<file path="config.mk">
export PLATFORM = sky130hd
export DESIGN_NAME = rf_write_arbiter
export DESIGN_NICKNAME = d
export VERILOG_FILES = /design/src/rtl/rf_arb_pkg.sv /design/src/rtl/rf_rr_arbiter.sv /design/src/rtl/rf_write_arbiter.sv
export SDC_FILE = /design/constraint.sdc
export NUM_CORES = 1
export LEC_CHECK = 0
export ABC_AREA = 1
export CORE_MARGIN = 10
export CORE_UTILIZATION = 37
export CTS_BUF_LIST = sky130_fd_sc_hd__clkbuf_16
export CTS_CLUSTER_SIZE = 40
export DETAILED_ROUTE_END_ITERATION = 12
export GPL_TIMING_DRIVEN = 0
export PLACE_DENSITY = 0.83
export RECOVER_POWER = 50
export REMOVE_ABC_BUFFERS = 1
export SLEW_MARGIN = 0
export SYNTH_ARGS = -nofsm -noshare
export SYNTH_HDL_FRONTEND = slang
export SYNTH_SLANG_ARGS = --single-unit
</file>
<file path="constraint.sdc">
create_clock -name HCLK -period 2.6 [get_ports HCLK]
set_clock_uncertainty 0.2 [all_clocks]
set_input_delay 0.52 -clock HCLK [delete_from_list [all_inputs] [get_ports HCLK]]
set_output_delay 0.52 -clock HCLK [all_outputs]
set_load 0.01 [all_outputs]
</file>
<file path="src/rtl/rf_arb_pkg.sv">
// Shared constants and helpers for the register-file write-port arbiter.
package rf_arb_pkg;

    localparam int RF_AW    = 6;
    localparam int RF_DW    = 64;
    localparam int RF_DEPTH = 64;
    localparam logic [RF_AW-1:0] RF_ZERO_REG = 6'd0;

    // Encodes a one-hot vector (up to 8 requesters) into its bit index.
    function automatic logic [2:0] onehot_to_idx(input logic [7:0] oh);
        logic [2:0] idx;
        idx = 3'd0;
        for (int i = 0; i < 8; i++) begin
            idx = idx | (oh[i] ? 3'(i) : 3'd0);
        end
        return idx;
    endfunction

endpackage

</file>
<file path="src/rtl/rf_rr_arbiter.sv">
// Combinational round-robin picker: the first set request at or after ptr wins.
module rf_rr_arbiter
    import rf_arb_pkg::*;
#(
    parameter int NREQ = 4,
    localparam int IW  = $clog2(NREQ)
) (
    input  logic [NREQ-1:0] req,
    input  logic [IW-1:0]   ptr,
    input  logic            en,
    output logic [NREQ-1:0] grant,
    output logic [IW-1:0]   idx
);

    logic [NREQ-1:0] rot_s;
    logic [NREQ-1:0] oh_rot_s;
    logic [NREQ-1:0] grant_s;

    // Rotate so ptr sits at bit 0, isolate the lowest set bit, rotate back.
    assign rot_s    = NREQ'({req, req} >> ptr);
    assign oh_rot_s = rot_s & (~rot_s + NREQ'(1));
    assign grant_s  = en ? NREQ'(({oh_rot_s, oh_rot_s} << ptr) >> NREQ) : {NREQ{1'b0}};

    assign grant = grant_s;
    assign idx   = IW'(onehot_to_idx(8'(grant_s)));

endmodule

</file>
<file path="src/rtl/rf_write_arbiter.sv">
// Round-robin arbiter sharing the register-file write port, with a registered write stage.
// Optional requester lock is enabled by defining RF_WRITE_ARBITER_LOCK_EN.
module rf_write_arbiter
    import rf_arb_pkg::*;
#(
    parameter int NREQ = 4,
    parameter int AW   = RF_AW,
    parameter int DW   = RF_DW,
    localparam int IW  = $clog2(NREQ)
) (
    input  logic               HCLK,
    input  logic               HRESETn,
    input  logic [NREQ-1:0]    req_valid,
    input  logic [NREQ*AW-1:0] req_addr,
    input  logic [NREQ*DW-1:0] req_data,
    output logic [NREQ-1:0]    req_ready,
    input  logic               arb_hold,
`ifdef RF_WRITE_ARBITER_LOCK_EN
    input  logic [NREQ-1:0]    req_lock,
`endif
    output logic               rf_wr,
    output logic [AW-1:0]      rf_rw,
    output logic [DW-1:0]      rf_dw,
    output logic               wr_pend,
    output logic [IW-1:0]      grant_id
);

    logic [IW-1:0]   ptr_r;
    logic [IW-1:0]   arb_ptr_s;
    logic [NREQ-1:0] arb_req_s;
    logic [NREQ-1:0] grant_s;
    logic [IW-1:0]   win_s;
    logic [IW-1:0]   next_ptr_s;
    logic [AW-1:0]   win_addr_s;
    logic [DW-1:0]   win_data_s;
    logic            xfer_s;

`ifdef RF_WRITE_ARBITER_LOCK_EN
    logic            lock_act_r;
    logic [IW-1:0]   lock_own_r;

    // While a lock is held only the owner competes and the search starts at it.
    always_comb begin
        if (lock_act_r) begin
            arb_ptr_s = lock_own_r;
            arb_req_s = req_valid & (NREQ'(1) << lock_own_r);
        end else begin
            arb_ptr_s = ptr_r;
            arb_req_s = req_valid;
        end
    end
`else
    assign arb_ptr_s = ptr_r;
    assign arb_req_s = req_valid;
`endif

    rf_rr_arbiter #(.NREQ(NREQ)) u_rr (
        .req   (arb_req_s),
        .ptr   (arb_ptr_s),
        .en    (~arb_hold),
        .grant (grant_s),
        .idx   (win_s)
    );

    assign req_ready  = grant_s;
    assign xfer_s     = |grant_s;
    assign win_addr_s = req_addr[win_s*AW +: AW];
    assign win_data_s = req_data[win_s*DW +: DW];
    assign next_ptr_s = (win_s == IW'(NREQ-1)) ? {IW{1'b0}} : win_s + IW'(1);

    // Output stage, RR pointer and lock owner; r0 targets are consumed without a write strobe.
    always_ff @(posedge HCLK or negedge HRESETn) begin
        if (!HRESETn) begin
            rf_wr      <= 1'b0;
            rf_rw      <= {AW{1'b0}};
            rf_dw      <= {DW{1'b0}};
            wr_pend    <= 1'b0;
            grant_id   <= {IW{1'b0}};
            ptr_r      <= {IW{1'b0}};
`ifdef RF_WRITE_ARBITER_LOCK_EN
            lock_act_r <= 1'b0;
            lock_own_r <= {IW{1'b0}};
`endif
        end else begin
            wr_pend <= xfer_s;
            rf_wr   <= xfer_s && (win_addr_s != AW'(RF_ZERO_REG));
            if (xfer_s) begin
                rf_rw    <= win_addr_s;
                rf_dw    <= win_data_s;
                grant_id <= win_s;
                ptr_r    <= next_ptr_s;
`ifdef RF_WRITE_ARBITER_LOCK_EN
                lock_act_r <= req_lock[win_s];
                lock_own_r <= win_s;
`endif
            end
        end
    end

endmodule

</file>
# Word-level counts from Yosys, hierarchy flattened
# Cells that the tools add are included.
[op_classes]
add_sub_neg = 2
mul = 1
n_eq_ne = 1
shifts = 4
mux = 5
bitwise_logic = 4
n_reduce_logical = 3
[op_table]
columns = ["op", "count"]
rows = [
  ["$shiftx A256 B9 Y64", 1],
  ["$shiftx A24 B6 Y6", 1],
  ["$shl A8 B2 Y8", 1],
  ["$shr A8 B2 Y4", 1],
  ["$mux W2", 3],
  ["$reduce_bool A6 Y1", 1],
  ["$add A4 B1 Y4 const B", 1],
  ["$and A4 B4 Y4", 1],
  ["$mul A2 B2 Y4 const B", 1],
  ["$mux W4", 1],
  ["$not A4 Y4", 1],
  ["$reduce_or A4 Y1", 1],
  ["$add A2 B1 Y2 const B", 1],
  ["$eq A2 B2 Y1 const B", 1],
  ["$or A1 B2 Y2", 1],
  ["$or A2 B2 Y2", 1],
  ["$logic_and A1 B1 Y1", 1],
  ["$mux W1", 1],
]
[word_totals]
reg_bits = 76
in_bits = 287
out_inout_bits = 78
wordCells = 26

# Logic depth before layout (Yosys ltp)
[depth]
depth_word = 13
depth_mapped = 18
depth_no_buf = 17

# Hierarchy
# From an unflattened synthesis, not the netlist that was laid out.
[hier_totals]
cells_unflattened = 787
hier_area_um2 = 5162.5
[by_module_without_submodules]
columns = ["module", "instances", "cells_per_inst", "area_each_um2", "seq_area_each_um2"]
rows = [
  ["rf_write_arbiter", 1, 726, 4795.8, 1901.8],
  ["rf_rr_arbiter", 1, 61, 366.6, 0.0],
]

# Least setup slack after synthesis
# OpenSTA, ideal clock, no wires.
[synth_timing]
path_kind = "register to output"
startpoint = "register ptr_r[0] (netlist: arb_ptr_s[0])"
endpoint = "output port req_ready[1]"
t_arrival_ns = 1.534
setup_slack_ns = 0.346
path_stages_with_launch = 13
path_buffers = 3
path_cell_list = "dfrtp_1 -> buf_4 -> nand2_2 -> nand3_2 -> nand2_2 -> nand2_2 -> nor2_2 -> nand2_2 -> nand3_2 -> nand2_4 -> inv_1 -> buf_4 -> buf_4"
[synth_between]
elab_chain_len = 6
[synth_rtl]
columns = ["element", "line", "rtl"]
rows = [
  ["from (decl)", "rf_write_arbiter.sv:28", "logic [IW-1:0] ptr_r;"],
  ["from (signal assigned)", "rf_write_arbiter.sv:79", "ptr_r <= {IW{1'b0}};"],
  ["from (signal assigned)", "rf_write_arbiter.sv:91", "ptr_r <= next_ptr_s;"],
  ["$shr A8 B2 Y4", "rf_rr_arbiter.sv:20", "assign rot_s = NREQ'({req, req} >> ptr);"],
  ["$not A4 Y4", "rf_rr_arbiter.sv:21", "assign oh_rot_s = rot_s & (~rot_s + NREQ'(1));"],
  ["$add A4 B1 Y4", "rf_rr_arbiter.sv:21", ""],
  ["$and A4 B4 Y4", "rf_rr_arbiter.sv:21", ""],
  ["$shl A8 B2 Y8 (*)", "rf_rr_arbiter.sv:22", "assign grant_s = en ? NREQ'(({oh_rot_s, oh_rot_s} << ptr) >> NREQ) : {NREQ{1'b0}};"],
  ["$mux W4 (*)", "rf_rr_arbiter.sv:22", ""],
  ["to (decl)", "rf_write_arbiter.sv:16", "output logic [NREQ-1:0] req_ready,"],
]
# Mark *: on every way between the ends. The rest lies on a longest branch, timed or not.

# Final worst setup path
[layout_timing]
startpoint = "register ptr_r[0] (netlist: arb_ptr_s[0])"
endpoint = "register rf_rw[4]"
[layout_between]
elab_chain_len = 11
elab_cells_between_ends = 14
[layout_rtl]
columns = ["element", "line", "rtl"]
rows = [
  ["$shr A8 B2 Y4", "rf_rr_arbiter.sv:20", ""],
  ["$not A4 Y4", "rf_rr_arbiter.sv:21", ""],
  ["$add A4 B1 Y4", "rf_rr_arbiter.sv:21", ""],
  ["$and A4 B4 Y4", "rf_rr_arbiter.sv:21", ""],
  ["$shl A8 B2 Y8 (*)", "rf_rr_arbiter.sv:22", ""],
  ["$mux W4 (*)", "rf_rr_arbiter.sv:22", ""],
  ["$mux W1 / $mux W2 (equally long branches)", "rf_arb_pkg.sv:14", "idx = idx | (oh[i] ? 3'(i) : 3'd0);"],
  ["$or A1 B2 Y2", "rf_arb_pkg.sv:14", ""],
  ["$or A2 B2 Y2", "rf_arb_pkg.sv:14", ""],
  ["$mul A2 B2 Y4", "rf_write_arbiter.sv:67", "assign win_addr_s = req_addr[win_s*AW +: AW];"],
  ["$shiftx A24 B6 Y6", "rf_write_arbiter.sv:67", ""],
  ["to (signal assigned)", "rf_write_arbiter.sv:75", "rf_rw <= {AW{1'b0}};"],
  ["to (signal assigned)", "rf_write_arbiter.sv:88", "rf_rw <= win_addr_s;"],
  ["to (decl)", "rf_write_arbiter.sv:22", "output logic [AW-1:0] rf_rw,"],
]
# Marks and branches as above.
# A chain may end at the register's enable or synchronous reset.

==> flow_metrics.tcl <==
set metrics [dict create \
    dr.pass1.iters 6 \
    drtAntennaViolNets 0 \
    cts-root-buf "clkbuf_16" \
    grt-ovfl-total 0 \
    gp_congestion 0.8186 \
    drive_above_1_share 0.1546 \
    port_buffers 364 \
    crit_path_frequent_cell "buf_12" \
    power_frac_clock 0.066 \
    antenna_found_initial 0 \
    clkTransAtPathRegs_ns 0.06 \
    clock_latency_ns 0.34 \
    status "finished with violations" \
    synth-edff-count 0 \
    postSynth.asyncResetShare 1.000 \
    synthTopCellsByCount "nor2_1, nand2_1, o21ai_1" \
    maxSlewHeadroom 0.3858 \
    rsz0062_at_grt "yes" \
    worstSetupStartpointType "flip-flop" \
    crit_path_top_delay_cell "dfrtp_2" \
    start_util 0.3760 \
    crit_family "simple AND/OR/NAND/NOR gates" \
    syn_inst 803 \
    fp.dieW_um 141.1 \
    area_delta_synth_final_pct 98.09 \
    pwr_density_cell_nw_per_um2 1566 \
    yosysWarnings 0 \
    tightestPinTransition_ns 0.9213 \
    io_pins 365 \
    yosysTopAreaCellShare 0.3506 \
    drc 0 \
    clockBufferDepth 2 \
    grt_util_all_layers 0.2883 \
    core_um2 14420 \
    max_freq_mhz 362.8 \
    path_cells "buf_6, nand2_1, nand3_2, nand2_2, nand2_4, nor2_4, nand2_4, nand3_4, nand2_8, buf_12, nand2_8, inv_16, nand3_4, buf_12, buf_12, nor2_2, a31oi_1" \
    min_path_type "flip-flop to flip-flop" \
    slew_viol_final 0 \
    post_drt_wl_per_cell_um 24.41 \
    yosys.area_share.simple 0.2461 \
    timing.hold.ws_ns 0.3178 \
    hpwlAfterDp_um 18470 \
    grt_max_degree 44 \
    critPathBufInv 5 \
    vias 7768 \
    cp_max_fo 14 \
    vias_per_cell 5.625 \
    ys_seq_area_frac 0.3506 \
    switching_share 0.5217 \
    peakVddDrop_mv 1.452 \
    synth_area_leaders "dfrtp_1, nor2_1, o21ai_1" \
    synth_area_um2 5424 \
    finalWirelength_um 33720 \
    endpoint_kind "flip-flop" \
    final_util 0.7449 \
    period_share 1.060 \
    arrival_ns 2.78 \
    nNetsFinal 1480 \
    grt_pass1_vias 7282 \
    synth-seq-cells 76 \
    yosysTopAreaCell "dfrtp_1" \
    setup_viol 71 \
    p_int_uw 8046 \
    grt_pass1_wl_um 44420 \
    synth-xor-area-share 0 \
    synthFlopType "dfrtp_1" \
    htree_levels 3 \
    cp.required_ns 2.63 \
    rows 44 \
    die_area_um2 19900 \
    setup_ws_ns -0.1565 \
    drt-initial-drc-count 578 \
    cts_sinks 76 \
    synthAdderAreaFrac 0 \
    violations "negative setup slack" \
    synth-compound-area-share 0.2616 \
    cts_tree "done" \
    period_needed_ns 2.756 \
    die_height_um 141.1 \
    maxCapViolCount 0 \
    synth_top_family_by_area "compound AO/OA/AOI/OAI gates" \
    pwr-share-seq 0.132 \
    crit_path_max_incr_delay_ns 0.46 \
    path_class "flip-flop to flip-flop" \
    muxShareOfSynthArea 0 \
    synth.most_common_cell "nor2_1" \
    finalHoldViolCount 0 \
    cts_buffers 9 \
    yosys.cell_types.count 25 \
    synth_area_per_cell_um2 6.755 \
    p_comb_frac 0.802 \
    n_antenna_cell 0 \
    p_leak_uw 0.004602 \
    switchingPower_uw 8776 \
]
## worst paths after layout
| kind | startpoint | endpoint | slack, ns | cells past startpoint |
|---|---|---|---|---|
| min in group asynchronous | HRESETn | rf_dw[47] | 0.67 | 2 |
| max in group asynchronous | HRESETn | arb_ptr_s[0] | 0.29 | 3 |
| hold reg to reg | grant_id[0] | grant_id[0] | 0.32 | 2 |
| setup reg to reg | arb_ptr_s[0] | rf_rw[4] | -0.16 | 17 |
| setup / recovery | arb_ptr_s[0] | rf_rw[4] | -0.16 | 17 |
| hold / removal | grant_id[0] | grant_id[0] | 0.32 | 2 |
## final cells by class
| class | count | area (µm²) |
|---|---|---|
| inverters | 96 | 422.9 |
| well taps | 184 | 230.2 |
| flip-flops and latches | 76 | 1904 |
| repair inverters | 11 | 195.2 |
| clock buffers | 9 | 225.2 |
| multi-input cells | 579 | 3292 |
| clock inverters | 6 | 23.77 |
| repair buffers | 420 | 4451 |
| fillers | 1108 | 3680 |
## registers in the layout, summed over array words and instances (netlist names)
signal	count
arb_ptr_s	2
grant_id	2
rf_dw	64
rf_rw	6
rf_wr	1
wr_pend	1
## worst min-delay path: stages (launching register included)
cell	delay, ns
dfrtp_1	0.35
nand3_1	0.08
nand2_1	0.06
## stage by stage
stage                     setup slack (ns)  std cells  TNS, ns  cell area [µm²]  power (µW)
final                              -0.1565       1381   -3.712            10740       16820
after global placement              -3.346       1289  -393.03             8895       10410
after CTS                         -0.09661       1358   -1.231            10030       14450
after global routing               -0.2744       1381   -12.82            10740       17680
after detailed placement            -2.910       1292  -209.91             8960       10780
after floorplan                     -1.584        741  -112.89             5021        7182
## placed cells by master (no fill, tap or decap), types with 3 or more instances in the layout
cell type and n:
o21ai_2 19, clkdlybuf4s50_1 353, nand3b_1 11, o21ai_0 69, buf_12 12, dlygate4sd3_1 3, inv_1 87, o21ai_1 105
nand2_4 4, inv_16 4, nand2_1 92, buf_4 21, o22ai_1 57, buf_16 7, dfrtp_1 74, inv_8 3
a31oi_1 6, clkbuf_16 11, dlygate4sd2_1 4, o22ai_2 7, nand3_2 15, nor2_1 125, clkinv_1 4, clkinv_16 3
inv_2 5, nor2_2 13, nand2_2 12, nand3_4 10, buf_6 13, nand2_8 11, nand3_1 18
## routing by layer
layer  vias to the layer above  GRT usage  part of all wire
met5                         -          0                 0
met4                         0     0.1217             0.045
met3                       109    0.08465             0.097
met2                       527     0.4911              0.49
met1                      3649     0.3280              0.37
li1                       3483          -                 -
## kinds of logic (layout without fill, tap and decap cells)
kind of cell           after synthesis  after routing
buffers and inverters              158            542
AOI/OAI and AO/OA                  265            265
and+or+nand+nor                    304            314
DFF                                 76             76
## power by group through the flow
stage	Clock, µW	Combinational (µW)	Sequential, µW
after floorplan	0	4700	2490
after global routing	1170	14200	2300
after CTS	1120	11100	2200
after global placement	0	8210	2200
after detailed placement	0	8550	2230
final	1100	13500	2230
## repair_timing
action,CTS,global route
pin swaps,15,26
cloned,18,11
endpoints found under the hold margin,36,0
resized for setup,75,136
hold buffers,1,0
buffers inserted,32,12
endpoints found under the setup margin,80,78
No activity file was read; power rests on OpenSTA's default activity.
